**config.mk**
```make
export PLATFORM = sky130hd
export DESIGN_NAME = player_link_rx
export DESIGN_NICKNAME = d
export VERILOG_FILES = /design/src/rtl/player_link_rx.sv
export SDC_FILE = /design/constraint.sdc
export NUM_CORES = 1
export LEC_CHECK = 0
export CAP_MARGIN = 20
export CORE_MARGIN = 5
export CORE_UTILIZATION = 35
export DETAILED_ROUTE_END_ITERATION = 8
export PLACE_DENSITY_LB_ADDON = 0.08
export SYNTH_ARGS = -nofsm -noshare
export SYNTH_HDL_FRONTEND = slang
export SYNTH_SLANG_ARGS = --single-unit
```
**constraint.sdc**
```tcl
create_clock -name clk -period 1.9 [get_ports clk]
set_input_delay 0.19 -clock clk [delete_from_list [all_inputs] [get_ports clk]]
set_output_delay 0.19 -clock clk [all_outputs]
set_load 0.005 [all_outputs]
```
**src/rtl/player_link_rx.sv**
```systemverilog
// -----------------------------------------------------------------------------
// player_link_rx
// Receive conditioner for the 6-bit parallel inter-board player link.
// The opponent board drives {pause, reload, score[3:0]} asynchronously. This
// block synchronises every bit, waits for the whole word to hold still for a
// stability window, and only then publishes it. On each accepted change it also
// emits one-cycle event pulses for reload rising and for score steps.
//
// Ports:
//   clk                  system clock (65 MHz domain)
//   rst                  asynchronous, active-low reset
//   player2_pause_raw    remote pause, asynchronous
//   player2_reload_raw   remote reload, asynchronous
//   player2_score_raw    remote score, asynchronous
//   player2_pause        accepted pause level
//   player2_reload       accepted reload level
//   player2_score        accepted score
//   player2_reload_pulse one-cycle pulse on accepted reload 0->1
//   player2_score_inc    one-cycle pulse: score advanced by one (mod 16)
//   player2_score_reset  one-cycle pulse: score returned to 0 from 1..14
//   player2_score_error  one-cycle pulse: any other score change
// -----------------------------------------------------------------------------
module player_link_rx #(
    parameter int SYNC_STAGES   = 2,
    parameter int STABLE_CYCLES = 65
) (
    input  logic       clk,
    input  logic       rst,
    input  logic       player2_pause_raw,
    input  logic       player2_reload_raw,
    input  logic [3:0] player2_score_raw,
    output logic       player2_pause,
    output logic       player2_reload,
    output logic [3:0] player2_score,
    output logic       player2_reload_pulse,
    output logic       player2_score_inc,
    output logic       player2_score_reset,
    output logic       player2_score_error
);

    localparam int             CW      = $clog2(STABLE_CYCLES);
    localparam logic [CW-1:0]  CNT_MAX = CW'(STABLE_CYCLES - 1);

    // Classify a score change as {inc, reset, error}; unchanged gives 3'b000.
    function automatic logic [2:0] classify_score(input logic [3:0] old_score,
                                                  input logic [3:0] new_score);
        logic [2:0] cls;
        if (new_score == old_score) begin
            cls = 3'b000;
        end else if (new_score == (old_score + 4'd1)) begin
            cls = 3'b100;               // includes the 15 -> 0 wrap
        end else if ((new_score == 4'd0) && (old_score != 4'd15)) begin
            cls = 3'b010;
        end else begin
            cls = 3'b001;
        end
        return cls;
    endfunction

    logic [5:0]    raw_s;
    logic [5:0]    sync_r [SYNC_STAGES];
    logic [5:0]    word_s;
    logic [5:0]    cand_r;
    logic [CW-1:0] cnt_r;
    logic          done_r;
    logic          accept_s;
    logic [5:0]    acc_r;
    logic          primed_r;
    logic          reload_pulse_s;
    logic [2:0]    score_cls_s;
    logic          reload_pulse_r;
    logic [2:0]    score_cls_r;

    assign raw_s  = {player2_pause_raw, player2_reload_raw, player2_score_raw};
    assign word_s = sync_r[SYNC_STAGES-1];

    // The candidate has been stable for the full window and not yet published;
    // done_r keeps this to a single accept per stable candidate.
    assign accept_s = (cnt_r == CNT_MAX) && !done_r;

    // Per-bit multi-flop synchroniser for the whole link word.
    always_ff @(posedge clk or negedge rst) begin
        if (!rst) begin
            for (int i = 0; i < SYNC_STAGES; i++) begin
                sync_r[i] <= 6'd0;
            end
        end else begin
            sync_r[0] <= raw_s;
            for (int i = 1; i < SYNC_STAGES; i++) begin
                sync_r[i] <= sync_r[i-1];
            end
        end
    end

    // Candidate tracking and saturating stability counter.
    always_ff @(posedge clk or negedge rst) begin
        if (!rst) begin
            cand_r <= 6'd0;
            cnt_r  <= '0;
            done_r <= 1'b0;
        end else if (word_s != cand_r) begin
            cand_r <= word_s;
            cnt_r  <= '0;
            done_r <= 1'b0;
        end else begin
            if (cnt_r != CNT_MAX) begin
                cnt_r <= cnt_r + CW'(1);
            end else begin
                cnt_r <= cnt_r;
            end
            if (accept_s) begin
                done_r <= 1'b1;
            end else begin
                done_r <= done_r;
            end
        end
    end

    // Event decode from old accepted word versus the candidate being accepted.
    always_comb begin
        reload_pulse_s = 1'b0;
        score_cls_s    = 3'b000;
        if (accept_s && primed_r) begin
            reload_pulse_s = !acc_r[4] && cand_r[4];
            score_cls_s    = classify_score(acc_r[3:0], cand_r[3:0]);
        end else begin
            reload_pulse_s = 1'b0;
            score_cls_s    = 3'b000;
        end
    end

    // Accepted word, primed flag and registered event pulses.
    always_ff @(posedge clk or negedge rst) begin
        if (!rst) begin
            acc_r          <= 6'd0;
            primed_r       <= 1'b0;
            reload_pulse_r <= 1'b0;
            score_cls_r    <= 3'b000;
        end else begin
            reload_pulse_r <= reload_pulse_s;
            score_cls_r    <= score_cls_s;
            if (accept_s) begin
                acc_r    <= cand_r;
                primed_r <= 1'b1;
            end else begin
                acc_r    <= acc_r;
                primed_r <= primed_r;
            end
        end
    end

    assign player2_pause        = acc_r[5];
    assign player2_reload       = acc_r[4];
    assign player2_score        = acc_r[3:0];
    assign player2_reload_pulse = reload_pulse_r;
    assign player2_score_inc    = score_cls_r[2];
    assign player2_score_reset  = score_cls_r[1];
    assign player2_score_error  = score_cls_r[0];

endmodule

```
==> impl_metrics.yaml, run 1 <==
critical_path:
  critical_path.startpoint: "cnt_r[3]"
  timing.rr.end: "acc_r[5]"
  cell_depth_of_the_worst_flop_to_flop_path: 4
  arrival_ns: 1.96
  reg2reg_slack_ns: 0.10
  timing.rr.start: "cnt_r[3]"
  critical_path_required_ns: 2.07
  critical_path_class: "reg2reg"
  critical_path.endpoint_type: "register"
  crit_path_max_fanout: 9
  crit_path_start_kind: "register"
  crit_end: "acc_r[5]"
finish:
  final_nets: 139
  fin_util_pct: 45.29
  areaGrowthSynthToFinish_pct: 25.80
  antennaDiodeCount: 0
  final_layout_size_suffix_gt1_share_pct: 17.83
routing:
  num_vias: 830
  drc: 0
  avgViaCountPerCell: 4.637
  dr.first_iter.drc_count: 8
  avgRoutedWirePerCell_um: 12.21
  drt.antenna.violating_nets: 0
  drt_pre_antenna_iters: 3
  totalWireLength_um: 2185
sta:
  timing.slew.headroom_pct: 70.17
  minimum_setup_slack_in_the_final_design_ns: 0.1041
  setup_viol: 0
  finalCriticalPeriod_ns: 1.796
  rsz0062_at_grt: "false"
  count_of_final_max_slew_check_failures: 0
  finalCritPeriodShare_pct: 94.52
  final.hold.worst_slack_ns: 0.3317
  final_hold_fails: 0
  fin_setup_tns_ns: 0
  timing.fmax_mhz: 556.8
  largest_clock_skew_in_the_final_design_ns: 0.002417
  timing_worst_slew_pin_value_ns: 0.4433
clock_network:
  number_of_sinks_driven_by_the_clock_tree: 37
  resized_cells_post_cts: 0
  cts_hold_buf: 0
  cts_buffers: 5
  post_cts.repair.setup_buffers: 0
  root_buf_cell: "sky130_fd_sc_hd__clkbuf_8"
  clock_insertion_delay_worst_skew_ns: 0.28
  cts_tree: "built"
  clock_tree.buffer_depth: 2
  cts_htree_levels: 2
  clk_pin_slew_worst_paths_ns: 0.07
synthesis:
  synth_xor_area_share_pct: 10.34
  post_synth_mux_area_share_pct: 6.169
  largest_family_of_logic_cells_by_synthesized_area: "simple AND/OR/NAND/NOR gates"
  synthAdderAreaFrac_pct: 2.606
  area_fraction_in_compound_gates_after_synthesis_pct: 1.043
  synth.distinct_cells: 24
  yosys.area_share.simple_pct: 13.47
  yosys_register_bits: 37
  syn_area_sq_um: 1440
  synth_cells: 108
  ys_seq_area_share_pct: 64.29
  synth_area_per_cell_sq_um: 13.33
  synth_fp_nets: 119
  syn_warnings: 0
global_routing:
  globalRoute.totalOverflow: 0
  grt_first_pass_wirelength_um: 3857
  largest_net_degree_at_the_start_of_global_routing: 38
  grt_antenna_before_repair: 0
  globalRouteMet1Util_pct: 10.80
  grt_use_met2_pct: 15.35
  global_route.usage.met3_pct: 3.649
  busiest_grt_layer: "met2"
  grt_pass1_vias: 831
  grt_util_all_layers_pct: 9.437
floorplan:
  core-area_sq_um: 4000
  floorplan.initialDensity_pct: 36.00
  boundaryPins: 18
  die_h_um: 74.15
  placement_rows: 23
  die_w_um: 74.15
  design.die.area_sq_um: 5497
pwr:
  vdd.ir_drop.worst_mv: 0.4951
  powerDensity_nw_per_um2: 912.8
  p_leak_nw: 0.7715
run_status:
  status: "completed"
min_path:
  hold_class: "in2async"
placed_design:
  place.detailed.hpwl_um: 1609
  preCtsSetupSlack_ns: 0.1077
  placement.io_buffers: 17
  routabilityCongestion: 0.7344
run:
  max_cap_viol_count: 0
[worst min-delay path by stage]
stage | startpoint | end | cells after the start
after floorplan | rst | acc_r[0] | 0
after global placement | sync_r[11] | word_s[5] | 0
after detailed placement | sync_r[9] | word_s[3] | 0
after CTS | player2_score_raw[2] | sync_r[8] | 1
after global routing | player2_score_raw[3] | sync_r[9] | 1
final | rst | score_cls_r[0] | 2
[where the power goes]
group | internal, mW | total (mW) | switching (mW) | leakage, nW
Clock | 0.521 | 0.780 | 0.259 | 0.0681
Sequential | 0.807 | 0.822 | 0.0145 | 0.475
Combinational | 0.0264 | 0.0523 | 0.0259 | 0.228
[state kept, by name, summed over array words and instances (netlist names), 3 cells and up]
register	cells
sync_r	6
word_s	6
acc_r	6
score_cls_r	3
cand_r	6
cnt_r	7
[Yosys cell counts, drive strengths merged]
master  number  area share (%)
o21ai        2            0.70
nand2        3            0.78
mux2i        1            0.70
inv          2            0.52
a21oi        1            0.35
mux2         7             5.5
nor4         3             1.3
dfrtp       37              64
nor3         2             1.5
or3          1            0.43
and4b        1            0.78
nand4        1            0.43
nor2        10             2.6
xnor2        9             5.5
and2b        1            0.61
ha           3             2.6
xor2         8             4.9
nand3        7             3.3
or4          1            0.78
nor3b        1            0.52
or2          1            0.43
clkbuf       6             1.6
[placed cells by master, fill, tap and decap left out, drive strengths merged, types with 5 or more instances in the layout]
cell type / netlist / routed
clkbuf: 6 / 5
clkdlybuf4s50: 0 / 17
dfrtp: 37 / 37
mux2: 7 / 7
nand3: 7 / 7
nor2: 10 / 10
xnor2: 9 / 9
xor2: 8 / 8
[critical path, cell delays in order, from the launching register on]
cell	delay, ns
sky130_fd_sc_hd__dfrtp_1	0.42
sky130_fd_sc_hd__or4_4	0.58
sky130_fd_sc_hd__nor3_4	0.21
sky130_fd_sc_hd__buf_12	0.15
sky130_fd_sc_hd__mux2_2	0.33
[final cells by class]
| type | count | area (sq um) |
|---|---|---|
| Tap cell | 50 | 62.56 |
| Sequential cell | 37 | 925.9 |
| Timing Repair Buffer | 19 | 197.7 |
| Multi-Input combinational cell | 63 | 484.2 |
| Clock inverter | 3 | 65.06 |
| Inverter | 2 | 7.507 |
| Fill cell | 367 | 2188 |
| Clock buffer | 5 | 68.82 |
[routing by layer]
layer	share of wire [%]	wire length (um)	vias to the layer above
met1	42	923	409
met4	2.2	49	0
met2	50	1088	16
met5	0	0	-
li1	-	-	399
met3	5.7	124	6
[cell families (layout without fill, tap and decap cells)]
group | count (synthesis) | in the layout
xor+xnor | 17 | 17
compound gates | 3 | 3
flops | 37 | 37
fa+ha+maj | 3 | 3
mux | 8 | 8
simple gates | 32 | 32
buf+inv | 8 | 29
[through the flow]
step                std cells  instance area, sq um  total power, mW
CTS                       179                  1812            1.685
floorplan                 108                  1440           0.8572
global route              179                  1812            1.722
global placement          171                  1678           0.8915
detailed placement        171                  1678           0.8920
finish                    179                  1812            1.654
Note: power is estimated with default switching activity, not from simulation.
==> run 2, diff against run 1 <==
- ABC_AREA: default -> 1
==> impl_metrics.yaml, run 2 <==
run_status:
  status: "completed"
pwr:
  vdd.ir_drop.worst_mv: 0.4128
  powerDensity_nw_per_um2: 816.5
  p_leak_nw: 0.9086
synthesis:
  yosysTopAreaCellShare_pct: 58.31
  synth_edf_count: 0
  synth-main-ff-cell: "sky130_fd_sc_hd__dfrtp_1"
  synth_fp_nets: 180
  ys_seq_area_share_pct: 58.31
  synth_area_per_cell_sq_um: 9.395
  synth_cells: 169
  synth-async-reset-ratio_pct: 100.0
  yosys_register_bits: 37
  synth.distinct_cells: 24
  syn_area_sq_um: 1588
  post_synth_most_frequent_cells: "sky130_fd_sc_hd__nand2_1 (42), sky130_fd_sc_hd__dfrtp_1 (37), sky130_fd_sc_hd__inv_1 (22), sky130_fd_sc_hd__nor2_1 (16)"
  synth_largest_area_cell: "sky130_fd_sc_hd__dfrtp_1"
  yosys.cell_count.top_type: "sky130_fd_sc_hd__nand2_1"
  synth.area.top_cells: "sky130_fd_sc_hd__dfrtp_1 (58%), sky130_fd_sc_hd__nand2_1 (9.9%), sky130_fd_sc_hd__inv_1 (5.2%)"
  syn_warnings: 0
floorplan:
  boundaryPins: 18
  design.die.area_sq_um: 5984
  placement_rows: 24
  die_w_um: 77.36
  die_h_um: 77.36
  floorplan.initialDensity_pct: 36.22
  core-area_sq_um: 4384
critical_path:
  crit_path_max_fanout: 11
  critical_path.cell_chain: "inv_1, ha_1, nand2_2, nor2_4, nand2_4, nor2_4, inv_1, nand2_1, nand2_1"
  cp_slowest_cell: "sky130_fd_sc_hd__dfrtp_1"
  timing.rr.start: "cnt_r[0]"
  critical-path-max-stage-delay_ns: 0.40
  critical_path_class: "reg2reg"
  timing.rr.end: "acc_r[5]"
  critical_path.endpoint_type: "register"
  cell_depth_of_the_worst_flop_to_flop_path: 9
  crit_path_start_kind: "register"
  arrival_ns: 1.73
  reg2reg_slack_ns: 0.35
  critical_path_required_ns: 2.08
min_path:
  min-delay-start: "player2_pause_raw"
  hold_class: "in2reg"
  worstHoldPathCells: 1
  whs_endpoint: "sync_r[11]"
sta:
  timing_worst_slew_pin_value_ns: 0.4201
  rsz0062_at_grt: "false"
  largest_clock_skew_in_the_final_design_ns: 0.002235
  finalCriticalPeriod_ns: 1.552
  finalCritPeriodShare_pct: 81.70
  fin_setup_tns_ns: 0
  setup_viol: 0
  timing.fmax_mhz: 644.2
  final_hold_fails: 0
  count_of_final_max_slew_check_failures: 0
  timing.slew.headroom_pct: 71.99
global_routing:
  largest_net_degree_at_the_start_of_global_routing: 20
  grt_antenna_before_repair: 0
  grt_use_met2_pct: 16.08
  globalRouteMet1Util_pct: 13.65
  globalRoute.totalOverflow: 0
  busiest_grt_layer: "met2"
  grt_pass1_vias: 1101
  global_route.usage.met3_pct: 5.093
  grt_first_pass_wirelength_um: 5106
  grt_util_all_layers_pct: 10.73
finish:
  final_layout_size_suffix_gt1_share_pct: 11.05
  most-common-layout-cells: "sky130_fd_sc_hd__nand2_1 (42), sky130_fd_sc_hd__dfrtp_1 (37), sky130_fd_sc_hd__inv_1 (22), sky130_fd_sc_hd__nor2_1 (16), sky130_fd_sc_hd__clkdlybuf4s50_1 (16)"
  top_register: "cnt_r"
  areaGrowthSynthToFinish_pct: 21.28
  finalNonFillerCells: 242
  antennaDiodeCount: 0
  flip_flop_count_of_the_largest_register_after_layout: 7
  final_nets: 200
  n_fill_cell: 427
  layout.cells.most_common: "sky130_fd_sc_hd__nand2_1"
  final_cell_area_sq_um: 1926
placed_design:
  placement.io_buffers: 17
  place_inst: 233
  routabilityCongestion: 0.8562
  place.detailed.hpwl_um: 2068
  place_area_sq_um: 1799
routing:
  drc: 0
  num_vias: 1077
  dr.first_iter.drc_count: 45
  totalWireLength_um: 2700
  drt.antenna.violating_nets: 0
  avgRoutedWirePerCell_um: 11.16
  avgViaCountPerCell: 4.450
  drt_pre_antenna_iters: 4
clock_network:
  clk_pin_slew_worst_paths_ns: 0.07
  cts_hold_buf: 1
  post_cts.repair.setup_buffers: 0
  resized_cells_post_cts: 0
  cts_buffers: 5
  cts_tree: "built"
  clock_tree.buffer_depth: 2
  cts_htree_levels: 2
  number_of_sinks_driven_by_the_clock_tree: 37
  clock_insertion_delay_worst_skew_ns: 0.28
  root_buf_cell: "sky130_fd_sc_hd__clkbuf_8"
run:
  max_cap_viol_count: 0
-- run 2: changes by cell type after synthesis, sizes merged, moves of 2 or more --
cell,delta
nor2,+9
inv,+21
nand2,+43
nor4,-3
mux2,-7
xnor2,-9
nand4,+2
o21ai,+5
a21oi,+2
-- run 2: per-stage QoR --
step | hold slack (ns) | setup WS (ns) | utilization [%] | power (mW)
after floorplan | -0.1056 | 0.5919 | - | 0.8631
after global placement | 0.1494 | 0.4191 | 41.04 | 0.8985
after detailed placement | 0.1706 | 0.3322 | 41.04 | 0.9012
after CTS | 0.3307 | 0.3305 | 43.92 | 1.602
after global routing | 0.3188 | 0.1969 | 43.92 | 1.658
final | 0.3406 | 0.3476 | 43.92 | 1.572
-- run 2: final cells by class --
type | count | area [sq um] | area share [%]
tap | 52 | 65.06 | 3.379
timing repair buffer | 20 | 190.2 | 9.877
inverter | 23 | 86.33 | 4.483
sequential | 37 | 925.9 | 48.08
clock inverter | 1 | 30.03 | 1.559
clock buffer | 7 | 86.33 | 4.483
multi-input combinational | 102 | 541.8 | 28.14
-- run 2: logic make-up (layout without fill, tap and decap cells) --
family / after synthesis / count (layout) / synth area share, %
AND/OR/NAND/NOR: 80 / 80 / 23.56
AO/OA/AOI/OAI: 12 / 12 / 4.334
buffers and inverters: 30 / 51 / 7.565
adder cells (fa/ha/maj): 3 / 3 / 2.364
XOR/XNOR: 7 / 7 / 3.861
flip-flops: 37 / 37 / 58.31
-- run 2: power breakdown --
part / internal (mW) / switching (mW)
logic: 0.0280 / 0.0344
clock network: 0.428 / 0.261
registers: 0.807 / 0.0144
total: 1.26 / 0.309
-- run 2: worst max path at each step --
stage,from,end,slack [ns],cells past startpoint
after floorplan,cnt_r[0],player2_reload_pulse,0.59,9
after global placement,cnt_r[0],acc_r[5],0.42,9
after detailed placement,cnt_r[0],acc_r[5],0.33,9
after CTS,cnt_r[0],acc_r[5],0.33,9
after global routing,cnt_r[0],acc_r[5],0.20,9
final,cnt_r[0],acc_r[5],0.35,9
-- run 2: worst max-delay path, delay by kind of cell, from the launching register on --
kind,cells,cell delay (ns)
buffers and inverters,2,0.23
DFF,1,0.40
and+or+nand+nor,6,0.64
adders and majority gates,1,0.18
-- run 2: layer usage --
layer	share of wire (%)	vias up
met5	0	-
met4	1.3	0
met3	4.7	4
met2	47	15
met1	47	508
li1	-	550
